<file path="src/rtl/layer_ctrl_pkg.sv">
// Shared stage indices, stage count and controller state encoding for the layer sequencer.
// Imported by the sequencer top and its stage watchdog.
package layer_ctrl_pkg;

    localparam int NUM_STAGE = 7;

    localparam logic [2:0] STG_LN1     = 3'd0;
    localparam logic [2:0] STG_QKV     = 3'd1;
    localparam logic [2:0] STG_ATTN    = 3'd2;
    localparam logic [2:0] STG_PROJ    = 3'd3;
    localparam logic [2:0] STG_LN2     = 3'd4;
    localparam logic [2:0] STG_LINEAR1 = 3'd5;
    localparam logic [2:0] STG_LINEAR2 = 3'd6;

    typedef enum logic [1:0] {
        ST_IDLE = 2'd0,
        ST_RUN  = 2'd1,
        ST_ERR  = 2'd2
    } state_t;

    function automatic logic [NUM_STAGE-1:0] stg_onehot(input logic [2:0] s);
        return NUM_STAGE'(1) << s;
    endfunction

endpackage

</file>
<file path="src/rtl/stage_wdog.sv">
// Per-stage cycle watchdog: counts while enabled, clears on each stage launch.
// expired is combinational and flags the cycle whose increment would reach limit; limit=0 disables it.
module stage_wdog #(
    parameter int W = 16
) (
    input  logic         clk,
    input  logic         rst,
    input  logic         clr,
    input  logic         en,
    input  logic [W-1:0] limit,
    output logic         expired
);

    logic [W-1:0] cnt;
    logic [W-1:0] cnt_nxt;

    assign cnt_nxt = cnt + W'(1);

    always_ff @(posedge clk or posedge rst) begin
        if (rst) begin
            cnt <= '0;
        end else if (clr) begin
            cnt <= '0;
        end else if (en) begin
            cnt <= cnt_nxt;
        end
    end

    // Firing one cycle early lets the error flag land exactly limit cycles after the stage start.
    assign expired = en && !clr && (limit != '0) && (cnt_nxt == limit);

endmodule

</file>
<file path="src/rtl/layer_seq_ctrl.sv">
// Sequences the seven stages of one transformer layer, one-hot start pulses, 1-cycle step latency.
// No backpressure: stray done bits and ln_start outside IDLE are dropped; a stage timeout locks in ERR until rst.
module layer_seq_ctrl
    import layer_ctrl_pkg::*;
#(
    parameter  int NUM_LAYER   = 12,
    parameter  int TIMEOUT_CYC = 65535,
    localparam int IDX_W       = (NUM_LAYER > 1) ? $clog2(NUM_LAYER) : 1
) (
    input  logic                 clk,
    input  logic                 rst,
    input  logic                 ln_start,
    input  logic                 layer_clr,
    output logic                 linear2_done,
    output logic [NUM_STAGE-1:0] stg_start,
    input  logic [NUM_STAGE-1:0] stg_done,
    output logic [IDX_W-1:0]     layer_idx,
    output logic                 busy,
    output logic                 err,
    output logic [2:0]           err_stage
);

    localparam int WD_W = (TIMEOUT_CYC > 0) ? $clog2(TIMEOUT_CYC + 1) : 1;

    state_t     state;
    logic [2:0] stg;
    logic       cur_done;
    logic       launch;
    logic       expired;

    assign cur_done = (state == ST_RUN) && stg_done[stg];
    assign launch   = ((state == ST_IDLE) && ln_start) || (cur_done && (stg != STG_LINEAR2));

    stage_wdog #(.W(WD_W)) u_wdog (
        .clk     (clk),
        .rst     (rst),
        .clr     (launch),
        .en      (state == ST_RUN),
        .limit   (WD_W'(TIMEOUT_CYC)),
        .expired (expired)
    );

    always_ff @(posedge clk or posedge rst) begin
        if (rst) begin
            state        <= ST_IDLE;
            stg          <= STG_LN1;
            layer_idx    <= '0;
            err          <= 1'b0;
            err_stage    <= 3'd0;
            busy         <= 1'b0;
            stg_start    <= '0;
            linear2_done <= 1'b0;
        end else begin
            stg_start    <= '0;
            linear2_done <= 1'b0;
            case (state)
                ST_IDLE: begin
                    if (layer_clr) begin
                        layer_idx <= '0;
                    end
                    if (ln_start) begin
                        state     <= ST_RUN;
                        stg       <= STG_LN1;
                        stg_start <= stg_onehot(STG_LN1);
                        busy      <= 1'b1;
                    end
                end
                ST_RUN: begin
                    // A done in the expiry cycle still counts as on time.
                    if (cur_done) begin
                        if (stg == STG_LINEAR2) begin
                            state        <= ST_IDLE;
                            stg          <= STG_LN1;
                            busy         <= 1'b0;
                            linear2_done <= 1'b1;
                            layer_idx    <= (layer_idx == IDX_W'(NUM_LAYER - 1)) ?
                                            '0 : layer_idx + IDX_W'(1);
                        end else begin
                            stg       <= stg + 3'd1;
                            stg_start <= stg_onehot(stg + 3'd1);
                        end
                    end else if (expired) begin
                        state     <= ST_ERR;
                        err       <= 1'b1;
                        err_stage <= stg;
                    end
                end
                ST_ERR: begin
                end
                default: begin
                    state <= ST_IDLE;
                end
            endcase
        end
    end

endmodule

</file>
<file path="config.mk">
export PLATFORM = sky130hd
export DESIGN_NAME = layer_seq_ctrl
export DESIGN_NICKNAME = d
export VERILOG_FILES = /design/src/rtl/layer_ctrl_pkg.sv /design/src/rtl/stage_wdog.sv /design/src/rtl/layer_seq_ctrl.sv
export SDC_FILE = /design/constraint.sdc
export NUM_CORES = 1
export LEC_CHECK = 0
export ABC_AREA = 1
export ABC_CLOCK_PERIOD_IN_PS = 4500
export CORE_ASPECT_RATIO = 0.75
export CORE_MARGIN = 4
export CORE_UTILIZATION = 59
export DETAILED_ROUTE_END_ITERATION = 8
export PLACE_DENSITY = 0.85
export REMOVE_ABC_BUFFERS = 1
export SYNTH_ARGS = -nofsm -noshare
export SYNTH_HDL_FRONTEND = slang
export SYNTH_SLANG_ARGS = --single-unit
</file>
<file path="constraint.sdc">
create_clock -name clk -period 4.5 [get_ports clk]
set_input_delay 1.35 -clock clk [delete_from_list [all_inputs] [get_ports clk]]
set_output_delay 1.35 -clock clk [all_outputs]
set_load 0.01 [all_outputs]
</file>
---- Word level (Yosys, flattened, before mapping) ----
Cells that the tools add are included.
word-level totals
  flip-flop bits (word level) ............. 38
  input port bits ......................... 11
  output and inout bits ................... 17
  logic and storage cells ................. 72
cells by class
  add/sub/neg operators ................... 3
  order comparisons ....................... 1
  equal/unequal tests ..................... 12
  shift-type cells ........................ 1
  muxes and demuxes ....................... 29
  bitwise operators ....................... 2
  reductions and logical operators ........ 15
operators with widths
  operator                                                    number
  2-to-1 mux 16 bit                                           2
  adder 16 x 1 -> 16 bit, second input constant               1
  == test 16 bit, second input constant                       1
  2-to-1 mux 4 bit                                            4
  2-to-1 mux 7 bit                                            2
  one-hot mux 7 bit (2 select lines)                          1
  AND reduction 4 bit                                         3
  2-to-1 mux 3 bit                                            3
  inequality test 3 bit, second input constant                3
  2-to-1 mux 1 bit                                            8
  2-to-1 mux 2 bit                                            4
  inequality test 2 bit, second input constant                4
  one-hot mux 4 bit (2 select lines)                          1
  left shift 1 x 3 -> 7 bit, first input constant             1
  one-hot mux 2 bit (3 select lines)                          1
  one-hot mux 3 bit (2 select lines)                          1
  AND reduction 3 bit                                         2
  logical AND 1 bit                                           5
  adder 4 x 1 -> 4 bit, second input constant                 1
  == test 4 bit, second input constant                        1
  less-than comparator 3 x 4 -> 1 bit, second input constant  1
  nonzero test 2 bit                                          2
  adder 3 x 1 -> 3 bit, second input constant                 1
  binary-select mux 1 bit (select 3 bit)                      1
  other kinds (8)                                             9

---- Depth between registers and ports, before layout ----
Gate-level depths: netlist of the first run.
  depth after elaboration ................. 11
  gate-level depth with buffers ........... 12
  gate-level depth less buffers ........... 12

---- By module ----
A second synthesis of the first run with hierarchy kept.
second synthesis, totals
  cells, all modules ...................... 357
  area total of the unflattened synthesis .. 2518.7 um^2
by module, submodules not included
  module          instances  cells an instance  area each (um^2)  seq. area each (um^2)
  stage_wdog      1          228                1388.8            400.4
  layer_seq_ctrl  1          129                1129.8            550.5

---- Worst setup path after synthesis of the first run ----
Ideal clock, no wire load.
  path kind ............................... input to register
  start ................................... input stg_done[1]
  end ..................................... register err_stage[0]
  data arrival time ....................... 2178 ps
  required time ........................... 4383 ps
  slack ................................... 2205 ps
  stages on the path ...................... 10
  buffers on the path ..................... 0
  cell sequence ........................... nand2_1 > nand2_1 > nand2_1 > nand4_1 > nand3_1 > nand2_1 > nor2_2 > nand3_4 > nand2_1 > nand2_1
between the ends
  cells in the longest elaborated chain, start to end .. 9
RTL lines
  what                                      RTL line              RTL
  from (decl)                               layer_seq_ctrl.sv:16  input logic [NUM_STAGE-1:0] stg_done,
  binary-select mux 1 bit (select 3 bit) *  layer_seq_ctrl.sv:31  assign cur_done = (state == ST_RUN) && stg_done[stg];
  2-to-1 mux 1 bit (implied by the code) *  layer_seq_ctrl.sv:31
  logical AND 1 bit *                       layer_seq_ctrl.sv:31
  logical AND 1 bit                         layer_seq_ctrl.sv:32  assign launch = ((state == ST_IDLE) && ln_start) || (cur_done && (stg != STG_LINEAR2));
  logical OR 1 bit                          layer_seq_ctrl.sv:32
  zero test 1 bit                           stage_wdog.sv:30      assign expired = en && !clr && (limit != '0) && (cnt_nxt == limit);
  logical AND 1 bit (2 in a row)            stage_wdog.sv:30
  AND reduction 3 bit (no line) *           --
  to (signal assigned)                      layer_seq_ctrl.sv:85  err_stage <= stg;
  to (decl)                                 layer_seq_ctrl.sv:20  output logic [2:0] err_stage
Every way passes the cells marked *; elsewhere a longest branch is shown, timed or not. The select of a mux whose other input is x is not followed.
A chain may end at the register's enable or synchronous reset.

---- Worst setup path in the final report of the first run ----
  start ................................... input stg_done[0]
  end ..................................... register state[0]
between the ends
  cells in the longest elaborated chain, start to end .. 10
RTL lines
  what                                      RTL line              RTL
  binary-select mux 1 bit (select 3 bit) *  layer_seq_ctrl.sv:31
  2-to-1 mux 1 bit (implied by the code) *  layer_seq_ctrl.sv:31
  logical AND 1 bit *                       layer_seq_ctrl.sv:31
  logical AND 1 bit                         layer_seq_ctrl.sv:32
  logical OR 1 bit                          layer_seq_ctrl.sv:32
  zero test 1 bit                           stage_wdog.sv:30
  logical AND 1 bit (2 in a row)            stage_wdog.sv:30
  inequality test 3 bit (no line)           --
  AND reduction 4 bit (no line)             --
  to (signal assigned)                      layer_seq_ctrl.sv:45  state <= ST_IDLE;
  to (signal assigned)                      layer_seq_ctrl.sv:62  state <= ST_RUN;
  to (signal assigned)                      layer_seq_ctrl.sv:72  state <= ST_IDLE;
  to (decl)                                 layer_seq_ctrl.sv:25  state_t state;
Marked as above.

==> metrics.yaml, run 1 <==
cells_and_area:
  layout-drive-gt1-share_pct: 13.5
  final_core_util_pct: 73.9
  antennaDiodeCount: 0
  layout_commonest_cell: "nand2_1"
  final_cell_mix: "nand2_1, dfrtp_1, inv_1, clkdlybuf4s50_1, nand3_1"
  finalInstanceArea_um2: 2480
  design.final.nets: 309
  areaGrowthSynthToFinish_pct: 18.5
  final-instance-count-excl-fill: 336
detailed_routing:
  wl_um: 4410
  highest_layer: "met4"
  drtPass1Iterations: 5
  via_count: 1849
  wl_per_cell_um: 13.1
  wl_met3_um: 353
  antenna_violating_nets_post_route: 0
  detailedRoute.firstIterationViolations: 236
  route.met2.wl_um: 1850
  post-route-drc-count: 0
  post_drt_via_cell_ratio: 5.50
  met1Wirelength_um: 2130
logic_synthesis:
  synth.top_cell.area_share_pct: 45.4
  syn_area_um2: 2090
  synth_sequential_area_ratio_pct: 45.4
  syn_area_per_cell_um2: 7.87
  post_synth_inst_count: 266
  synth.top_cells.by_area: "dfrtp_1, nand2_1, inv_1"
  synth_seq_cells: 38
  synth.largest_area_cell: "dfrtp_1"
  synth_cell_type_count: 29
  synth_warnings: 0
timing:
  tightestPinTransition_ns: 0.509
  final.min_clock_period_ns: 2.83
  setup_viol: 0
  rsz_0062_raised_after_global_routing: "false"
  slew_viol_final: 0
  final_tns_setup_ns: 0
  timing.fmax_mhz: 354
  period_share_pct: 62.8
  slew-limit-headroom_pct: 66.0
  fin_skew_ns: 0.00510
  finalHoldViolations: 0
placement:
  place.port_buffers: 27
  detailed_place.area_um2: 2380
  place.gp.congestion: 0.894
  dpl.cell_count: 328
  dpl.hpwl_um: 3280
worst_hold_path:
  whs_path_depth: 2
  min-delay-path-class: "flip-flop to flip-flop"
  holdPathEnd: "err"
  hold_path.startpoint: "err"
cts:
  post_cts_resized: 0
  hold_buffers: 0
  cts_inserted_buffers: 5
  clockRootBuffer: "clkbuf_8"
  cts_tree: "done"
  path_clk_slew_ns: 0.08
  post_cts.repair.setup_buffers: 0
  clock_path_buffers: 2
  htreeDepth: 2
  cts.sink_count: 38
  clk_latency_ns: 0.30
global_route:
  grt_pass1_wl_um: 7610
  grt_pass1_vias: 1638
  grt_start_max_net_pins: 39
  antenna_violations_before_repair: 0
  globalRouteTotalUtil_pct: 21.7
  global_route.overflow_total: 0
floorplanning:
  fp.dieH_um: 59.6
  initial_core_util_pct: 62.4
  num_rows: 18
  die-area_um2: 4570
  core_area_um2: 3360
  boundaryPins: 28
  die_x_um: 76.8
status:
  outcome: "finished clean"
power:
  total_power_mw: 1.10
  p_per_area_nw_per_um2: 446
  vdd.ir_drop.worst_mv: 0.432
  standby_leakage_power_nw: 1.09
worst_setup_path:
  cp_data_required_time_ns: 4.69
  cp.arrival_ns: 3.02
  critPathKind: "primary input to flip-flop"
  critical_path.startpoint: "stg_done[0]"
  end_kind: "flip-flop"
  worstReg2RegStart: "stg[0]"
  reg2reg_setup_slack_ns: 2.46
  launching_element_type_of_the_critical_path: "primary input"
  cp_max_fo: 11
  timing.rr.end: "state[0]"
  timing.reg2reg.worst_path_depth: 10
run:
  cap_viol_max_count: 0
[stage by stage]
step                worst slack, ns  hold slack (ns)
finish                         1.67            0.468
global route                   1.51            0.517
CTS                            1.67            0.475
detailed placement             1.37            0.456
global placement               1.45            0.453
floorplan                      2.03            0.490
[report_power, final]
part	switching [mW]	total, mW	internal [mW]	leakage (nW)
Combinational	0.258	0.397	0.139	0.534
Clock	0.127	0.250	0.123	0.0472
Sequential	0.0625	0.458	0.395	0.513
[Yosys cell counts]
cell type  number
o21ai_1         3
nand3_4         1
o211ai_1        1
nor3_1          1
a32o_1          1
buf_4           3
nor2_4          4
nor4_1          4
clkbuf_1        1
buf_2           2
dfrtp_1        38
a21boi_2        1
or2_2           1
o22ai_1         7
a21oi_1         2
xor2_1          2
nand3_2         3
nor2_1         13
nor2_2          8
xnor2_1         1
nand2_1        79
inv_2           5
nand3_1        20
o21ai_0        16
nand2_2         8
inv_1          27
nand4_1        10
ha_1            3
nand3b_1        1
[worst max-delay path: stages]
cell and delay [ns]:
clkdlybuf4s50_1 0.40, nand2_1 0.06, nand2_1 0.05, nand2_1 0.05
nand4_1 0.14, nand3_1 0.14, nand2_1 0.25, nor2_2 0.33
nand2_2 0.11, nand3_1 0.07, nand2_1 0.05
[metal layers]
layer	vias to the layer above	GRT usage, %
li1	925	-
met1	834	31.0
met2	82	31.6
met3	8	6.38
met4	0	7.75
met5	-	0
[cell type report]
cell class | instances | area (um^2)
Multi-Input combinational cell | 190 | 986
Sequential cell | 38 | 951
Fill cell | 253 | 876
Timing Repair Buffer | 28 | 278
Inverter | 32 | 120
Clock buffer | 6 | 82.6
Tap cell | 40 | 50.0
Clock inverter | 2 | 12.5
[kinds of logic after synthesis]
logic type | after synthesis | share of synthesized area [%]
simple gates | 153 | 35.6
compound gates | 31 | 8.49
xor+xnor | 3 | 1.26
buf+inv | 38 | 7.47
flops | 38 | 45.4
fa+ha+maj | 3 | 1.79
[registers in the layout, indices dropped and copies added (netlist names)]
signal / count
linear2_done: 1
busy: 1
state: 2
stg_start: 7
stg: 3
err_stage: 3
u_wdog.cnt: 16
layer_idx: 4
err: 1
[worst max path at each step]
| stage | end | slack [ns] | cells past startpoint |
|---|---|---|---|
| 6_report | state[0] | 1.67 | 11 |
| 5_1_grt | state[0] | 1.51 | 11 |
| 4_1_cts | state[0] | 1.67 | 11 |
| 3_5_place_dp | err_stage[1] | 1.37 | 11 |
| 3_3_place_gp | err_stage[1] | 1.45 | 11 |
| 2_1_floorplan | err_stage[0] | 2.03 | 10 |
Note: power is estimated with default switching activity, not from simulation.
==> run 2, diff against run 1 <==
--- a/config.mk
+++ b/config.mk
@@ -6,12 +6,12 @@
 export NUM_CORES = 1
 export LEC_CHECK = 0
 export ABC_AREA = 1
-export ABC_CLOCK_PERIOD_IN_PS = 4500
+export ABC_CLOCK_PERIOD_IN_PS = 2650
 export CORE_ASPECT_RATIO = 0.75
 export CORE_MARGIN = 4
-export CORE_UTILIZATION = 59
+export CORE_UTILIZATION = 54
 export DETAILED_ROUTE_END_ITERATION = 8
-export PLACE_DENSITY = 0.85
+export PLACE_DENSITY = 0.79
 export REMOVE_ABC_BUFFERS = 1
 export SYNTH_ARGS = -nofsm -noshare
 export SYNTH_HDL_FRONTEND = slang
==> constraint.sdc (replaced) <==
create_clock -name clk -period 2.65 [get_ports clk]
set_input_delay 0.795 -clock clk [delete_from_list [all_inputs] [get_ports clk]]
set_output_delay 0.795 -clock clk [all_outputs]
set_load 0.01 [all_outputs]
==> run 2 against run 1 <==
Compared with the run above:
- sequential power grew 69%
- register-to-register slack worse by 1.8 ns
- global-route usage is 1.4 points lower
- routed wire length rose by 3.3%
- cell area grew 3.1%
- critical path depth down 10
- non-clock buffer count is 2 higher
- die area is 8.1% higher
- largest cell class unchanged
- first-iteration DRC count decreased by 57%
- utilization shrank 4.5 points
- largest power group unchanged
- cell count up 4.2%
- total power increased by 88%
==> metrics.yaml, run 2 (same netlist as run 1, synthesis figures left out) <==
global_route:
  global_route.overflow_total: 0  # unchanged
  grt_pass1_vias: 1647  # was 1638
  groute.layer.met1.usage_pct: 28.8  # was 31.0%
  globalRoute.busiestLayer: "met2"  # unchanged
  groute.layer.met2.usage_pct: 31.5  # was 31.6%
  grt_pass1_wl_um: 7690  # was 7610 um
  globalRouteTotalUtil_pct: 20.3  # was 21.7%
  antenna_violations_before_repair: 0  # unchanged
  grt_util_met3_pct: 4.03  # was 6.38%
  grt_start_max_net_pins: 39  # unchanged
worst_setup_path:
  bufs_and_invs_on_worst_path: 1  # unchanged
  launching_element_type_of_the_critical_path: "flip-flop"  # was primary input
  critPathMaxStageDelay_ns: 0.56  # was 0.40 ns
  cp.arrival_ns: 1.27  # was 3.02 ns
  worstReg2RegStart: "u_wdog.cnt[1]"  # was stg[0]
  cp_max_fo: 6  # was 11
  cp_data_required_time_ns: 1.86  # was 4.69 ns
  critical_path.startpoint: "layer_idx[2]"  # was stg_done[0]
  critPathKind: "flip-flop to output pin"  # was primary input to flip-flop
  cpLargestDelayFamily: "buffers and inverters"  # was simple AND/OR/NAND/NOR gates
  end_kind: "output pin"  # was flip-flop
  critical_path.slowest_cell: "clkdlybuf4s50_1"  # unchanged
  cp_cell_sequence: "clkdlybuf4s50_1"  # was clkdlybuf4s50_1, nand2_1, nand2_1, nand2_1, nand4_1, nand3_1, nand2_1, nor2_2, nand2_2, nand3_1, nand2_1
floorplanning:
  boundaryPins: 28  # unchanged
  die-area_um2: 4950  # was 4570 um^2
  initial_core_util_pct: 56.8  # was 62.4%
  num_rows: 19  # was 18
  die_x_um: 79.9  # was 76.8 um
  core_area_um2: 3680  # was 3360 um^2
  fp.dieH_um: 61.9  # was 59.6 um
detailed_routing:
  post-route-drc-count: 0  # unchanged
  wl_um: 4560  # was 4410 um
  post_drt_via_cell_ratio: 5.27  # was 5.50
  wl_per_cell_um: 13.0  # was 13.1 um
  via_count: 1844  # was 1849
  drtPass1Iterations: 4  # was 5
  antenna_violating_nets_post_route: 0  # unchanged
  detailedRoute.firstIterationViolations: 101  # was 236
timing:
  slew-limit-headroom_pct: 66.9  # was 66.0%
  period_share_pct: 78.0
  timing.fmax_mhz: 484
  fin_skew_ns: 0.00674  # was 0.00510 ns
  tightestPinTransition_ns: 0.496  # was 0.509 ns
  rsz_0062_raised_after_global_routing: "false"  # unchanged
  setup_viol: 0  # unchanged
  final_tns_setup_ns: 0  # unchanged
  finalHoldWorstSlack_ns: 0.477  # was 0.468 ns
  slew_viol_final: 0  # unchanged
  finalHoldViolations: 0  # unchanged
  final.min_clock_period_ns: 2.07
worst_hold_path:
  hold_path.startpoint: "err_stage[0]"  # was err
  min-delay-path-class: "flip-flop to flip-flop"  # unchanged
cts:
  post_cts_resized: 0  # unchanged
  hold_buffers: 0  # unchanged
  cts_inserted_buffers: 5  # unchanged
  clk_latency_ns: 0.29  # was 0.30 ns
  htreeDepth: 2  # unchanged
  cts_tree: "done"  # unchanged
  clock_path_buffers: 2  # unchanged
  path_clk_slew_ns: 0.08  # about the same
  clockRootBuffer: "clkbuf_8"  # unchanged
  post_cts.repair.setup_buffers: 0  # unchanged
  cts.sink_count: 38  # unchanged
cells_and_area:
  design.final.nets: 311  # was 309
  final_cell_mix: "nand2_1, dfrtp_1, inv_1, clkdlybuf4s50_1, nand3_1"  # unchanged
  largest_reg_flops: 16  # unchanged
  largest_register: "u_wdog.cnt"  # unchanged
  layout_commonest_cell: "nand2_1"  # unchanged
  final_core_util_pct: 69.4  # was 73.9%
  final.fill_count: 293  # was 253
  layout-drive-gt1-share_pct: 14.1  # was 13.5%
  largest_registers: "u_wdog.cnt: 16 flops, stg_start: 7 flops, layer_idx: 4 flops"  # unchanged
  areaGrowthSynthToFinish_pct: 22.2  # was 18.5%
  finalInstanceArea_um2: 2560  # was 2480 um^2
  antennaDiodeCount: 0  # unchanged
power:
  total_power_mw: 2.07  # was 1.10 mW
  standby_leakage_power_nw: 1.13  # was 1.09 nW
  p_per_area_nw_per_um2: 810  # was 446 nW/um^2
  vdd.ir_drop.worst_mv: 0.587  # was 0.432 mV
run:
  cap_viol_max_count: 0  # unchanged
status:
  outcome: "finished clean"  # unchanged
placement:
  detailed_place.area_um2: 2410  # was 2380 um^2
  place.port_buffers: 27  # unchanged
  place.gp.congestion: 0.926  # was 0.894
  dpl.hpwl_um: 3410  # was 3280 um
==> run 2: cell count changes in the layout (fill, tap and decap cells not counted), sizes merged <==
cell	delta
clkinv	-1
clkinvlp	-1
buf	+2
bufinv	+2
==> run 2: metrics by stage <==
| stage | std cells | setup slack, ns |
|---|---|---|
| after detailed placement | 342 | 0.277 |
| final | 350 | 0.582 |
| after global placement | 342 | 0.346 |
| after floorplan | 260 | 0.733 |
| after CTS | 350 | 0.563 |
| after global routing | 350 | 0.447 |
==> run 2: area by class of cell <==
type	count	area (um^2)	area share [%]
repair buffers	30	293	11.4
well taps	52	65.1	2.54
inverters	32	120	4.70
flip-flops and latches	38	951	37.2
clock buffers	6	82.6	3.23
multi-input cells	190	986	38.6
clock inverters	2	60.1	2.35
==> run 2: path summary, 6_finish.rpt <==
| check | endpoint | slack [ns] | cells after the start |
|---|---|---|---|
| setup reg to reg | state[0] | 0.67 | 12 |
| min in group asynchronous | u_wdog.cnt[9] | 0.92 | 3 |
| setup / recovery | layer_idx[2] | 0.58 | 1 |
| hold reg to reg | err_stage[0] | 0.48 | 2 |
| hold / removal | err_stage[0] | 0.48 | 2 |
| max in group asynchronous | u_wdog.cnt[6] | 1.40 | 3 |
==> run 2: power by group <==
group / leakage, nW / switching [mW] / internal (mW) / total [mW]
clock: 0.0714 / 0.205 / 0.401 / 0.606
combinational: 0.543 / 0.427 / 0.262 / 0.689
sequential: 0.513 / 0.105 / 0.671 / 0.776
total: 1.13 / 0.737 / 1.33 / 2.07
==> run 2: layer usage <==
metal,up-vias,wire length (um)
met5,-,0
met4,0,79
met3,8,269
met2,45,2030
met1,856,2180
li1,935,-
